==> src/rtl/datapath_controller.sv <==
// Multi-cycle MIPS-subset controller: IDLE/DECODE/EXEC/MEM/WB sequencing of datapath control lines.
// Optional CTRL_INSTR_COUNT_EN adds o_instr_count, a wrapping count of retired legal instructions.
module datapath_controller (
  input  logic        i_clk,
  input  logic        i_rst,
  input  logic        i_start,
  input  logic [31:0] i_instr,
  output logic        o_busy,
  output logic        o_done,
  output logic        o_illegal,
  output logic [4:0]  o_first5bits,
  output logic [4:0]  o_second5bits,
  output logic [15:0] o_immediate,
  output logic        o_regDst,
  output logic        o_ReadWriteRF,
  output logic        o_RFSource,
  output logic        o_AluSource,
  output logic [2:0]  o_AluControl,
  output logic        o_WriteEnDataMemory,
  output logic        o_ReadEnDataMemory,
`ifdef CTRL_INSTR_COUNT_EN
  output logic [31:0] o_instr_count,
`endif
  output logic        o_MemToReg
);

  typedef enum logic [2:0] {S_IDLE, S_DECODE, S_EXEC, S_MEM, S_WB} state_t;

  state_t      r_state;
  logic        r_done, r_illegal, r_regdst, r_rfwe, r_alusrc, r_memwe, r_memre, r_memtoreg;
  logic        r_is_lw, r_is_sw;
  logic [2:0]  r_aluctl;
  logic [4:0]  r_rs, r_rt;
  logic [15:0] r_imm;

  logic [5:0]  w_op, w_funct;
  logic        w_legal, w_is_r, w_is_imm, w_is_lw, w_is_sw;
  logic [2:0]  w_alu;

  assign w_op    = i_instr[31:26];
  assign w_funct = i_instr[5:0];

  always_comb begin
    w_legal  = 1'b0;
    w_is_r   = 1'b0;
    w_is_imm = 1'b0;
    w_is_lw  = 1'b0;
    w_is_sw  = 1'b0;
    w_alu    = 3'b000;
    case (w_op)
      6'h00: begin
        w_legal = 1'b1;
        w_is_r  = 1'b1;
        case (w_funct)
          6'h20:   w_alu = 3'b010;
          6'h22:   w_alu = 3'b110;
          6'h24:   w_alu = 3'b000;
          6'h25:   w_alu = 3'b001;
          6'h2A:   w_alu = 3'b111;
          default: begin
            w_legal = 1'b0;
            w_is_r  = 1'b0;
          end
        endcase
      end
      6'h08: begin w_legal = 1'b1; w_is_imm = 1'b1; w_alu = 3'b010; end
      6'h23: begin w_legal = 1'b1; w_is_imm = 1'b1; w_is_lw = 1'b1; w_alu = 3'b010; end
      6'h2B: begin w_legal = 1'b1; w_is_imm = 1'b1; w_is_sw = 1'b1; w_alu = 3'b010; end
      default: ;
    endcase
  end

  // Outputs are registered for the state being entered; r_done marks the final cycle,
  // so the next edge always returns to IDLE with every control line cleared.
  always_ff @(posedge i_clk) begin
    if (i_rst || r_done) begin
      r_state    <= S_IDLE;
      r_done     <= 1'b0;
      r_illegal  <= 1'b0;
      r_regdst   <= 1'b0;
      r_rfwe     <= 1'b0;
      r_alusrc   <= 1'b0;
      r_aluctl   <= 3'b000;
      r_memwe    <= 1'b0;
      r_memre    <= 1'b0;
      r_memtoreg <= 1'b0;
      r_is_lw    <= 1'b0;
      r_is_sw    <= 1'b0;
      r_rs       <= 5'd0;
      r_rt       <= 5'd0;
      r_imm      <= 16'd0;
    end else begin
      r_rfwe  <= 1'b0;
      r_memwe <= 1'b0;
      r_memre <= 1'b0;
      case (r_state)
        S_IDLE: begin
          if (i_start) begin
            r_state    <= S_DECODE;
            r_rs       <= i_instr[25:21];
            r_rt       <= i_instr[20:16];
            r_imm      <= i_instr[15:0];
            r_regdst   <= w_is_r;
            r_alusrc   <= w_is_imm;
            r_aluctl   <= w_alu;
            r_memtoreg <= w_is_lw;
            r_is_lw    <= w_is_lw;
            r_is_sw    <= w_is_sw;
            r_done     <= ~w_legal;
            r_illegal  <= ~w_legal;
          end
        end
        S_DECODE: r_state <= S_EXEC;
        S_EXEC: begin
          if (r_is_lw || r_is_sw) begin
            r_state <= S_MEM;
            r_memre <= r_is_lw;
            r_memwe <= r_is_sw;
            r_done  <= r_is_sw;
          end else begin
            r_state <= S_WB;
            r_rfwe  <= 1'b1;
            r_done  <= 1'b1;
          end
        end
        S_MEM: begin
          r_state <= S_WB;
          r_rfwe  <= 1'b1;
          r_done  <= 1'b1;
        end
        default: r_state <= S_IDLE;
      endcase
    end
  end

  // Reset masks every output in the same cycle so an aborted instruction never shows an enable or done.
  assign o_busy              = (r_state != S_IDLE) & ~i_rst;
  assign o_done              = r_done & ~i_rst;
  assign o_illegal           = r_illegal & ~i_rst;
  assign o_first5bits        = r_rs & {5{~i_rst}};
  assign o_second5bits       = r_rt & {5{~i_rst}};
  assign o_immediate         = r_imm & {16{~i_rst}};
  assign o_regDst            = r_regdst & ~i_rst;
  assign o_ReadWriteRF       = r_rfwe & ~i_rst;
  assign o_RFSource          = 1'b0;
  assign o_AluSource         = r_alusrc & ~i_rst;
  assign o_AluControl        = r_aluctl & {3{~i_rst}};
  assign o_WriteEnDataMemory = r_memwe & ~i_rst;
  assign o_ReadEnDataMemory  = r_memre & ~i_rst;
  assign o_MemToReg          = r_memtoreg & ~i_rst;

`ifdef CTRL_INSTR_COUNT_EN
  logic [31:0] r_instr_count;

  always_ff @(posedge i_clk) begin
    if (i_rst)
      r_instr_count <= 32'd0;
    else if (r_done && !r_illegal)
      r_instr_count <= r_instr_count + 32'd1;
  end

  assign o_instr_count = r_instr_count & {32{~i_rst}};
`endif

endmodule

==> config.mk <==
export PLATFORM = sky130hd
export DESIGN_NAME = datapath_controller
export DESIGN_NICKNAME = d
export VERILOG_FILES = /design/src/rtl/datapath_controller.sv
export SDC_FILE = /design/constraint.sdc
export NUM_CORES = 1
export LEC_CHECK = 0
export CORE_AREA = 3 3 74 76
export DETAILED_ROUTE_END_ITERATION = 8
export DIE_AREA = 0 0 77 79
export HOLD_SLACK_MARGIN = 0.1
export PLACE_DENSITY = 0.83
export SLEW_MARGIN = 10
export SYNTH_ARGS = -nofsm -noshare
export SYNTH_HDL_FRONTEND = slang
export SYNTH_SLANG_ARGS = --single-unit
==> constraint.sdc <==
create_clock -name i_clk -period 1.4 [get_ports i_clk]
set_input_delay 0.42 -clock i_clk [delete_from_list [all_inputs] [get_ports i_clk]]
set_output_delay 0.42 -clock i_clk [all_outputs]
set_load 0.005 [all_outputs]
==> results of run 1 <==
==> registers in the layout, indices dropped and copies added (netlist names) <==
name       flops
r_alusrc       1
r_memwe        1
r_memre        1
r_state        3
r_rfwe         1
r_imm         16
r_is_sw        1
r_rs           5
r_done         1
r_is_lw        1
r_rt           5
r_aluctl       3
r_regdst       1
r_illegal      1
==> where the power goes <==
part | internal (µW) | switching [µW]
logic | 356 | 288
registers | 1240 | 38.9
clock network | 391 | 379
total | 1990 | 705
==> cells in the final DEF (no fill, tap or decap), types with 2 or more instances in the layout <==
cell and n:
nand2b_1 2, buf_2 38, clkbuf_8 6, nand4_1 3, nor2_1 9, nor2_2 2
nand3_1 4, nor2b_4 4, nor2b_2 5, nand2_1 60, dfxtp_1 40, or3_1 3
a21oi_2 5, nor2b_1 28, dlymetal6s2s_1 3, a21oi_1 27, o31ai_1 2, clkdlybuf4s50_1 21
dlygate4sd2_1 8, nor3b_2 2, buf_16 4, mux2i_1 2, buf_4 18, buf_12 5
==> logic make-up after synthesis <==
group                  Yosys count
AOI/OAI and AO/OA               39
buffers and inverters           17
DFF                             41
muxes                            2
other                            1
and+or+nand+nor                135
==> through the flow <==
step           std cells  setup slack, ns  area [µm²]  power (µW)
4_1_cts              392         -0.02363        2854        2692
6_report             392        -0.008911        2908        2694
3_3_place_gp         378          -0.7533        2743        1869
3_5_place_dp         378          -0.7701        2743        1883
5_1_grt              392         -0.07309        2908        2830
2_1_floorplan        235         0.004565        1822        1561
==> metal layers <==
layer,vias up,GRT usage
li1,948,-
met1,864,0.2210
met2,71,0.3005
met3,4,0.06009
met4,0,0.04093
met5,-,0
==> path summary, 6_finish.rpt <==
check                                 end  slack (ns)  cells past startpoint
worst min register to register  r_imm[13]        0.45                      2
worst max register to register   r_imm[0]        0.02                      6
worst min-delay path            r_imm[13]        0.45                      2
worst max-delay path               o_busy      -0.009                      3
==> worst max-delay path: stages (launching register included) <==
cell and delay, ns:
dfxtp_1 0.35, nor3_4 0.20, nor2_2 0.04, buf_2 0.12
==> what timing repair did <==
action | CTS | global route
resized for setup | 188 | 17
gates cloned | 5 | 0
endpoints found under the setup margin | 73 | 28
pin swaps | 10 | 1
setup buffers | 2 | 0
==> area by class of cell <==
class                      instances  area share
clock buffer                       7     0.02969
timing repair buffer              99      0.3081
multi-input combinational        177      0.3494
sequential                        41      0.2827
inverter                           1    0.001291
tap                               67     0.02883
==> results.md, run 1 <==
- Run status: complete, but fails checks
- Violated checks: negative setup slack
- Cell variety after synth: 32
- Mapped Cells: 235
- Crit Path Max Fanout: 2
- DR WL met3: 406 µm
- H-tree levels: 2
- Final ANT Viol Nets: 0
- Async set or reset register ratio after synthesis: 0
- Clk slew on worst S/H paths: 0.08 ns
- Simple-Gate Fraction of Synth Area: 0.3711
- Core area: 4786 µm²
- Peak Freq: 709.8 MHz
- Crit end category: output port
- Maximum VDD drop: 0.5129 mV
- Largest net degree at the start of global routing: 25
- Fill cells: 420
- First-pass GRT wire length: 8652 µm
- Min-delay src: r_imm[13]
- Post-synth top cells: nand2_1 (60), dfxtp_1 (41), nor2b_1 (37), a21oi_1 (32)
- Area growth syn-to-layout: 59.73%
- Nets: 360
- Count of final setup violators: 1
- Share of post-route cells with drive strength above 1: 0.3015
- CP required: 0.98 ns
- Sequential element share of the synthesized area: 0.4509
- Yosys top cell area share: 0.4509
- Cell accounting for the most synthesized area: dfxtp_1
- Sum of routed wire segments on met1: 2327 µm
- Buffers on Ports: 72
- Final Cycle Share: 1.006
- WL/cell: 13.77 µm
- Post-synth EDFFs: 0
- Final Skew: 0.005605 ns
- Total GRT Usage: 0.1783
- Post-synthesis mux area share: 0.01100
- Setup Crit Path Kind: reg -> out
- Die area: 6083 µm²
- Worst r2r src: r_state[0]
- Largest family of logic cells by synthesized area: simple AND/OR/NAND/NOR gates
- Fin Setup TNS: -0.008911 ns
- Hold Crit Class: reg -> reg
- Final Hold Viols: 0
- # diodes: 0
- Worst hold margin: 0.4521 ns
- Detailed Place HPWL: 3355 µm
- Post-route DRC: 0
- CP Launch Point: r_state[0]
- Vias in the first global route: 1783
- Register area: 822.0 µm²
- Highest Signal Layer: met4
- DRT iter0 DRCs: 70
- WL final: 5396 µm
- Hold buffers post-CTS: 0
- Max-cap violation count: 0
- Initial antenna violation count: 0
- FF+latch count, synth: 41
- Vias per cell: 4.814
- Crit path launch type: flip-flop
- RSZ-0062 raised after global routing: true
- Synth Area in XOR/XNOR: 0
- Period minus WS final: 1.409 ns
- Adder-cell area share of the yosys netlist: 0
- Die Wd: 77 µm
- Post-Syn Nets: 270
- Met2 WL: 2617 µm
- CTS tree: built
- Post-Syn Area: 1820 µm²
- Clock Path Buffers: 2
- Synth Flop Type: dfxtp_1
- Leak: 0.001276 µW
- FP Rows: 25
- 1st-pass router iterations: 4
- Area of the multi-input gates: 1016 µm²
- CTS Sinks: 41
- Clk_lat worst skew: 0.28 ns
- Final Max Slew Viols: 0
- Clock Tree Root: clkbuf_8
- Post-synthesis compound-gate area fraction: 0.1175
- Count leader, synth: nand2_1
- Final Util: 0.6076
- Starting density of the core: 0.3804
- Total clock buffers created by CTS: 5
- Critical Path AT: 0.99 ns
- Chip height: 79 µm
- Power Density: 926.4 nW/µm²
- Syn avg cell area: 7.747 µm²
- Via count: 1887
- Worst setup margin: -0.008911 ns
- Overflow after GRT: 0
- Final RePlAce weighted congestion: 0.7628
- Ports: 74
- Synth area leaders: dfxtp_1 (45%), nor2b_1 (13%), nand2_1 (12%)
- Yosys Warn Count: 0
No activity file was read; power rests on OpenSTA's default activity.
==> run 2: changes to the inputs <==
--- a/config.mk
+++ b/config.mk
@@ -5,11 +5,11 @@
 export SDC_FILE = /design/constraint.sdc
 export NUM_CORES = 1
 export LEC_CHECK = 0
-export CORE_AREA = 3 3 74 76
+export CORE_AREA = 2 2 67 69
 export DETAILED_ROUTE_END_ITERATION = 8
-export DIE_AREA = 0 0 77 79
+export DIE_AREA = 0 0 69 71
 export HOLD_SLACK_MARGIN = 0.1
-export PLACE_DENSITY = 0.83
+export PLACE_DENSITY = 0.91
 export SLEW_MARGIN = 10
 export SYNTH_ARGS = -nofsm -noshare
 export SYNTH_HDL_FRONTEND = slang
==> constraint.sdc (replaced) <==
create_clock -name i_clk -period 1.7 [get_ports i_clk]
set_input_delay 0.51 -clock i_clk [delete_from_list [all_inputs] [get_ports i_clk]]
set_output_delay 0.51 -clock i_clk [all_outputs]
set_load 0.005 [all_outputs]
==> results.md, run 2 (same netlist as run 1, synthesis figures left out) <==
- Final RePlAce weighted congestion: 0.7570 (-0.76%)
- Largest net degree at the start of global routing: 24 (-4.0%)
- Critical Path AT: 1.18 ns (+0.19 ns)
- WL/cell: 13.03 µm (-5.4%)
- Crit path launch type: primary input
- Clk slew on worst S/H paths: 0.07 ns (about the same)
- # diodes: 0 (unchanged)
- Final Max Slew Viols: 0 (unchanged)
- Clk_lat worst skew: 0.29 ns (about the same)
- Met2 WL: 2438 µm (-6.8%)
- Overflow after GRT: 0 (unchanged)
- Count of final setup violators: 0 (-1)
- CTS Sinks: 41 (unchanged)
- Share of post-route cells with drive strength above 1: 0.1698 (-0.1317)
- Final Util: 0.6723 (+0.06474)
- Largest regs: r_imm x16, r_rs x5, r_rt x5
- 1st-pass router iterations: 4 (unchanged)
- Chip height: 71 µm (-10%)
- Power Density: 756.2 nW/µm² (-18%)
- Max reg flops: 16 (unchanged)
- Post-CTS setup buffer count: 0 (-2)
- Period minus WS final: 1.693 ns
- DR WL met3: 354 µm (-13%)
- Initial antenna violation count: 0 (unchanged)
- Vias per cell: 4.973 (+3.3%)
- Die Wd: 69 µm (-10%)
- Final Hold Viols: 0 (unchanged)
- Final Skew: 0.003410 ns (-0.002195 ns)
- Fill cells: 355 (-15%)
- Commonest non-fill, non-tap cell in the layout: nand2_1
- Vias in the first global route: 1642 (-7.9%)
- Highest Signal Layer: met4
- Final Cycle Share: 0.9959
- Worst setup margin: 0.007018 ns (+0.01593 ns)
- Hold buffers post-CTS: 0 (unchanged)
- Die area: 4899 µm² (-19%)
- Via count: 1840 (-2.5%)
- Peak Freq: 590.7 MHz
- First-pass GRT wire length: 7541 µm (-13%)
- Clock Path Buffers: 2 (unchanged)
- Core area: 4204 µm² (-12%)
- Setup Crit Path Kind: in -> out
- Maximum VDD drop: 0.5397 mV (+5.2%)
- CP required: 1.19 ns (+0.21 ns)
- Detailed Place HPWL: 3216 µm (-4.1%)
- Commonest cells after routing, fill and taps aside: nand2_1 (60), dfxtp_1 (39), a21oi_1 (32), clkdlybuf4s50_1 (32), nor2b_1 (31)
- Total GRT Usage: 0.1930 (+0.01469)
- Starting density of the core: 0.4330 (+0.05264)
- FP Rows: 24 (-4.0%)
- CTS tree: built
- Final ANT Viol Nets: 0 (unchanged)
- Post-route DRC: 0 (unchanged)
- Crit Path Max Fanout: 20 (+18)
- Max-cap violation count: 0 (unchanged)
- H-tree levels: 2 (unchanged)
- DRT iter0 DRCs: 28 (-60%)
- WL final: 4820 µm (-11%)
- Run status: complete, no violations
- Sum of routed wire segments on met1: 1971 µm (-15%)
- Crit end category: output port
- Ports: 74 (unchanged)
- DP Worst Slack: -0.6633 ns (+0.1069 ns)
- Hold Crit Class: reg -> reg
- Clock Tree Root: clkbuf_8
- Area growth syn-to-layout: 55.26%
- Buffers on Ports: 72 (unchanged)
- Leak: 0.001175 µW (-7.9%)
- Top reg by flops: r_imm
- Total clock buffers created by CTS: 5 (unchanged)
- Nets: 352 (-2.2%)
- RSZ-0062 raised after global routing: true
## run 2: cell count changes in the layout (fill, tap and decap cells not counted), sizes merged
cell / before / now
buf: 65 / 29
clkbuf: 7 / 8
clkdlybuf4s15: 1 / 18
clkdlybuf4s50: 21 / 32
clkinv: 0 / 2
dlymetal6s2s: 3 / 1
## run 2: layout make-up
cell class                 instances  area (µm²)  share of cell area
clock inverter                     2       10.01            0.003541
tap                               52       65.06             0.02302
inverter                           1       3.754            0.001328
sequential                        41       823.3              0.2913
multi-input combinational        177       963.4              0.3409
clock buffer                       6       72.57             0.02568
timing repair buffer              91       888.4              0.3143
## run 2: through the flow
| step | instance area (µm²) | hold WS [ns] | total power [µW] | setup TNS, ns | cells |
|---|---|---|---|---|---|
| after global placement | 2701 | 0.4340 | 1524 | -28.21 | 360 |
| after floorplan | 1821 | 0.4273 | 1285 | 0 | 235 |
| after global routing | 2826 | 0.4702 | 2236 | -0.08545 | 370 |
| after CTS | 2761 | 0.4513 | 2136 | 0 | 370 |
| final | 2826 | 0.4492 | 2137 | 0 | 370 |
| after detailed placement | 2701 | 0.4385 | 1541 | -30.29 | 360 |
## run 2: timing repair
action	CTS	global route
endpoints found under the setup margin	38	30
resized for setup	77	34
pin swaps	1	3
gates cloned	2	0
## run 2: worst max-delay path: stages
cell and delay [ns]:
buf_4 0.15, buf_16 0.16, nor2b_1 0.13, clkdlybuf4s15_1 0.24
## run 2: path summary, 6_finish.rpt
| kind | startpoint | endpoint | slack (ns) | cells past startpoint |
|---|---|---|---|---|
| min | r_regdst | r_regdst | 0.45 | 2 |
| min reg2reg | r_regdst | r_regdst | 0.45 | 2 |
| max reg2reg | r_state[1] | r_rs[2] | 0.26 | 7 |
| max | i_rst | o_illegal | 0.007 | 4 |
## run 2: power by group
part / switching, µW / internal, µW / total, µW
Sequential: 30.0 / 1020 / 1050
Clock: 324 / 284 / 608
Combinational: 220 / 257 / 477
Total: 574 / 1560 / 2140
## run 2: layer usage
layer,track usage,vias to the layer above
li1,-,931
met1,0.2362,827
met2,0.3226,78
met3,0.04843,4
met4,0.08497,0
met5,0,-
==> run 3: changes to the inputs <==
--- a/config.mk
+++ b/config.mk
@@ -5,11 +5,11 @@
 export SDC_FILE = /design/constraint.sdc
 export NUM_CORES = 1
 export LEC_CHECK = 0
-export CORE_AREA = 2 2 67 69
+export CORE_AREA = 2 2 71 73
 export DETAILED_ROUTE_END_ITERATION = 8
-export DIE_AREA = 0 0 69 71
+export DIE_AREA = 0 0 73 75
 export HOLD_SLACK_MARGIN = 0.1
-export PLACE_DENSITY = 0.91
+export PLACE_DENSITY = 0.83
 export SLEW_MARGIN = 10
 export SYNTH_ARGS = -nofsm -noshare
 export SYNTH_HDL_FRONTEND = slang
==> results.md, run 3 (same netlist as run 1, synthesis figures left out) <==
- Run status: complete, no violations
- DRT iter0 DRCs: 67 (+140%)
- Leak: 0.001215 µW (+3.4%)
- H-tree levels: 2 (unchanged)
- Vias in the first global route: 1630 (-0.73%)
- Slowest cell on crit path: dlygate4sd2_1
- 1st-pass router iterations: 4 (unchanged)
- Buffers on Ports: 72 (unchanged)
- CP required: 1.19 ns (about the same)
- Total clock buffers created by CTS: 5 (unchanged)
- Core area: 4661 µm² (+11%)
- Ports: 74 (unchanged)
- Final Skew: 0.005560 ns (+0.002150 ns)
- Detailed Place HPWL: 3239 µm (+0.71%)
- Dpl cell area: 2679 µm² (-0.83%)
- Largest regs: r_imm x16, r_rs x5, r_rt x5
- Share of post-route cells with drive strength above 1: 0.1818 (+0.01201)
- Commonest cells after routing, fill and taps aside: nand2_1 (60), dfxtp_1 (39), clkdlybuf4s50_1 (33), a21oi_1 (32), nor2b_1 (29)
- Crit Path Max Fanout: 10 (-50%)
- Total GRT Usage: 0.1715 (-0.02150)
- Final RePlAce weighted congestion: 0.7201 (-4.9%)
- FP Rows: 25 (+4.2%)
- Via count: 1827 (-0.71%)
- Hold buffers post-CTS: 0 (unchanged)
- Largest net degree at the start of global routing: 21 (-13%)
- Clock Power Share: 0.344 (+0.059)
- Overflow after GRT: 0 (unchanged)
- Maximum VDD drop: 0.3906 mV (-28%)
- Initial antenna violation count: 0 (unchanged)
- Final Cycle Share: 0.9738 (-0.02208)
- Crit path launch type: primary input
- Post-route DRC: 0 (unchanged)
- Nets: 353 (+0.28%)
- WL/cell: 12.99 µm (-0.31%)
- Worst path cell trace: buf_6 -> buf_12 -> nor2b_1 -> dlygate4sd2_1
- Worst hold margin: 0.4512 ns (+0.002060 ns)
- Area growth syn-to-layout: 59.45%
- Final Max Slew Viols: 0 (unchanged)
- Chip height: 75 µm (+5.6%)
- Critical Path Max Stage Delay: 0.25 ns (about the same)
- Commonest non-fill, non-tap cell in the layout: nand2_1
- Die Wd: 73 µm (+5.8%)
- Hold Crit Class: reg -> reg
- Setup Crit Path Kind: in -> out
- Seq pwr share: 0.454 (-0.038)
- Crit end category: output port
- Final ANT Viol Nets: 0 (unchanged)
- Fin Setup TNS: 0 ns (unchanged)
- Vias per cell: 4.898 (-1.5%)
- NetSw: 568.6 µW (-0.89%)
- Switching Fraction: 0.2448 (-0.02362)
- Clk slew on worst S/H paths: 0.07 ns (about the same)
- Starting density of the core: 0.3906 (-0.04243)
- Count of final setup violators: 0 (unchanged)
- Final Util: 0.6228 (-0.04950)
- Design Area, Final: 2903 µm² (+2.7%)
- Peak Freq: 604.1 MHz (+2.3%)
- Power Density: 800.1 nW/µm² (+5.8%)
- Top reg by flops: r_imm
- # diodes: 0 (unchanged)
- First-pass GRT wire length: 7286 µm (-3.4%)
- RSZ-0062 raised after global routing: false
- Critical Path AT: 1.15 ns (-0.03 ns)
- Post-CTS setup buffer count: 0 (unchanged)
- DP Worst Slack: -0.6696 ns (-0.006332 ns)
- Worst setup margin: 0.04455 ns (+0.03753 ns)
- Clock Tree Root: clkbuf_8
- Clock Path Buffers: 2 (unchanged)
- Max-cap violation count: 0 (unchanged)
- Die area: 5475 µm² (+12%)
- CTS Sinks: 41 (unchanged)
- Max reg flops: 16 (unchanged)
- CTS tree: built
- Period minus WS final: 1.655 ns (-0.03753 ns)
- Clk_lat worst skew: 0.29 ns (about the same)
- Logic pwr share: 0.202 (-0.021)
- Pint: 1754 µW (+12%)
- WL final: 4844 µm (+0.50%)
- Final Hold Viols: 0 (unchanged)
run 3: cell count changes in the layout (fill, tap and decap cells not counted), moves of 2 or more:
cell / change
clkdlybuf4s15_1: -17
dlygate4sd2_1: +15
buf_2: -10
clkdlybuf4s15_2: +10
buf_12: -2
clkbuf_2: +2
clkinv_2: -2
nor2b_1: -2
nor2b_4: +2
run 3: critical path: cells and delay by family:
family | cells | cell delay, ns
AND/OR/NAND/NOR | 1 | 0.11
buffers and inverters | 3 | 0.52
run 3: metrics by stage:
stage                     instances  total power (µW)
after floorplan                 235              1285
after global routing            373              2441
after global placement          362              1509
after detailed placement        362              1521
after CTS                       372              2328
final                           373              2323
run 3: layer usage:
metal / wire, µm / vias to the layer above / GRT usage
met4: 13 / 0 / 0.03909
li1: - / 931 / -
met5: 0 / - / 0
met1: 2244 / 827 / 0.2214
met2: 2208 / 67 / 0.2823
met3: 378 / 2 / 0.05355
run 3: final timing paths:
kind / start / end / slack (ns) / depth (start not counted)
worst min-delay path: r_imm[7] / r_imm[7] / 0.45 / 2
worst max-delay path: i_rst / o_done / 0.04 / 4
worst max register to register: r_state[0] / r_alusrc / 0.29 / 6
worst min register to register: r_imm[7] / r_imm[7] / 0.45 / 2
run 3: repair_timing:
action                     in CTS  in global routing
cloned                          2                  1
pin swaps                       1                  1
setup endpoints to repair      38                 39
resized for setup              74                 17
run 3: power groups by stage:
stage	sequential (µW)	combinational (µW)	clock (µW)
after global routing	1060	514	866
after global placement	1070	439	0
after CTS	1050	459	819
after detailed placement	1070	450	0
final	1050	469	800
after floorplan	1070	219	0
run 3: cell type report:
cell class,instances,area [µm²]
Fill cell,424,1758
Multi-Input combinational cell,177,973.4
Timing Repair Buffer,92,918.4
Sequential cell,41,823.3
Clock buffer,7,86.33
Tap cell,54,67.56
Clock inverter,1,30.03
Inverter,1,3.754
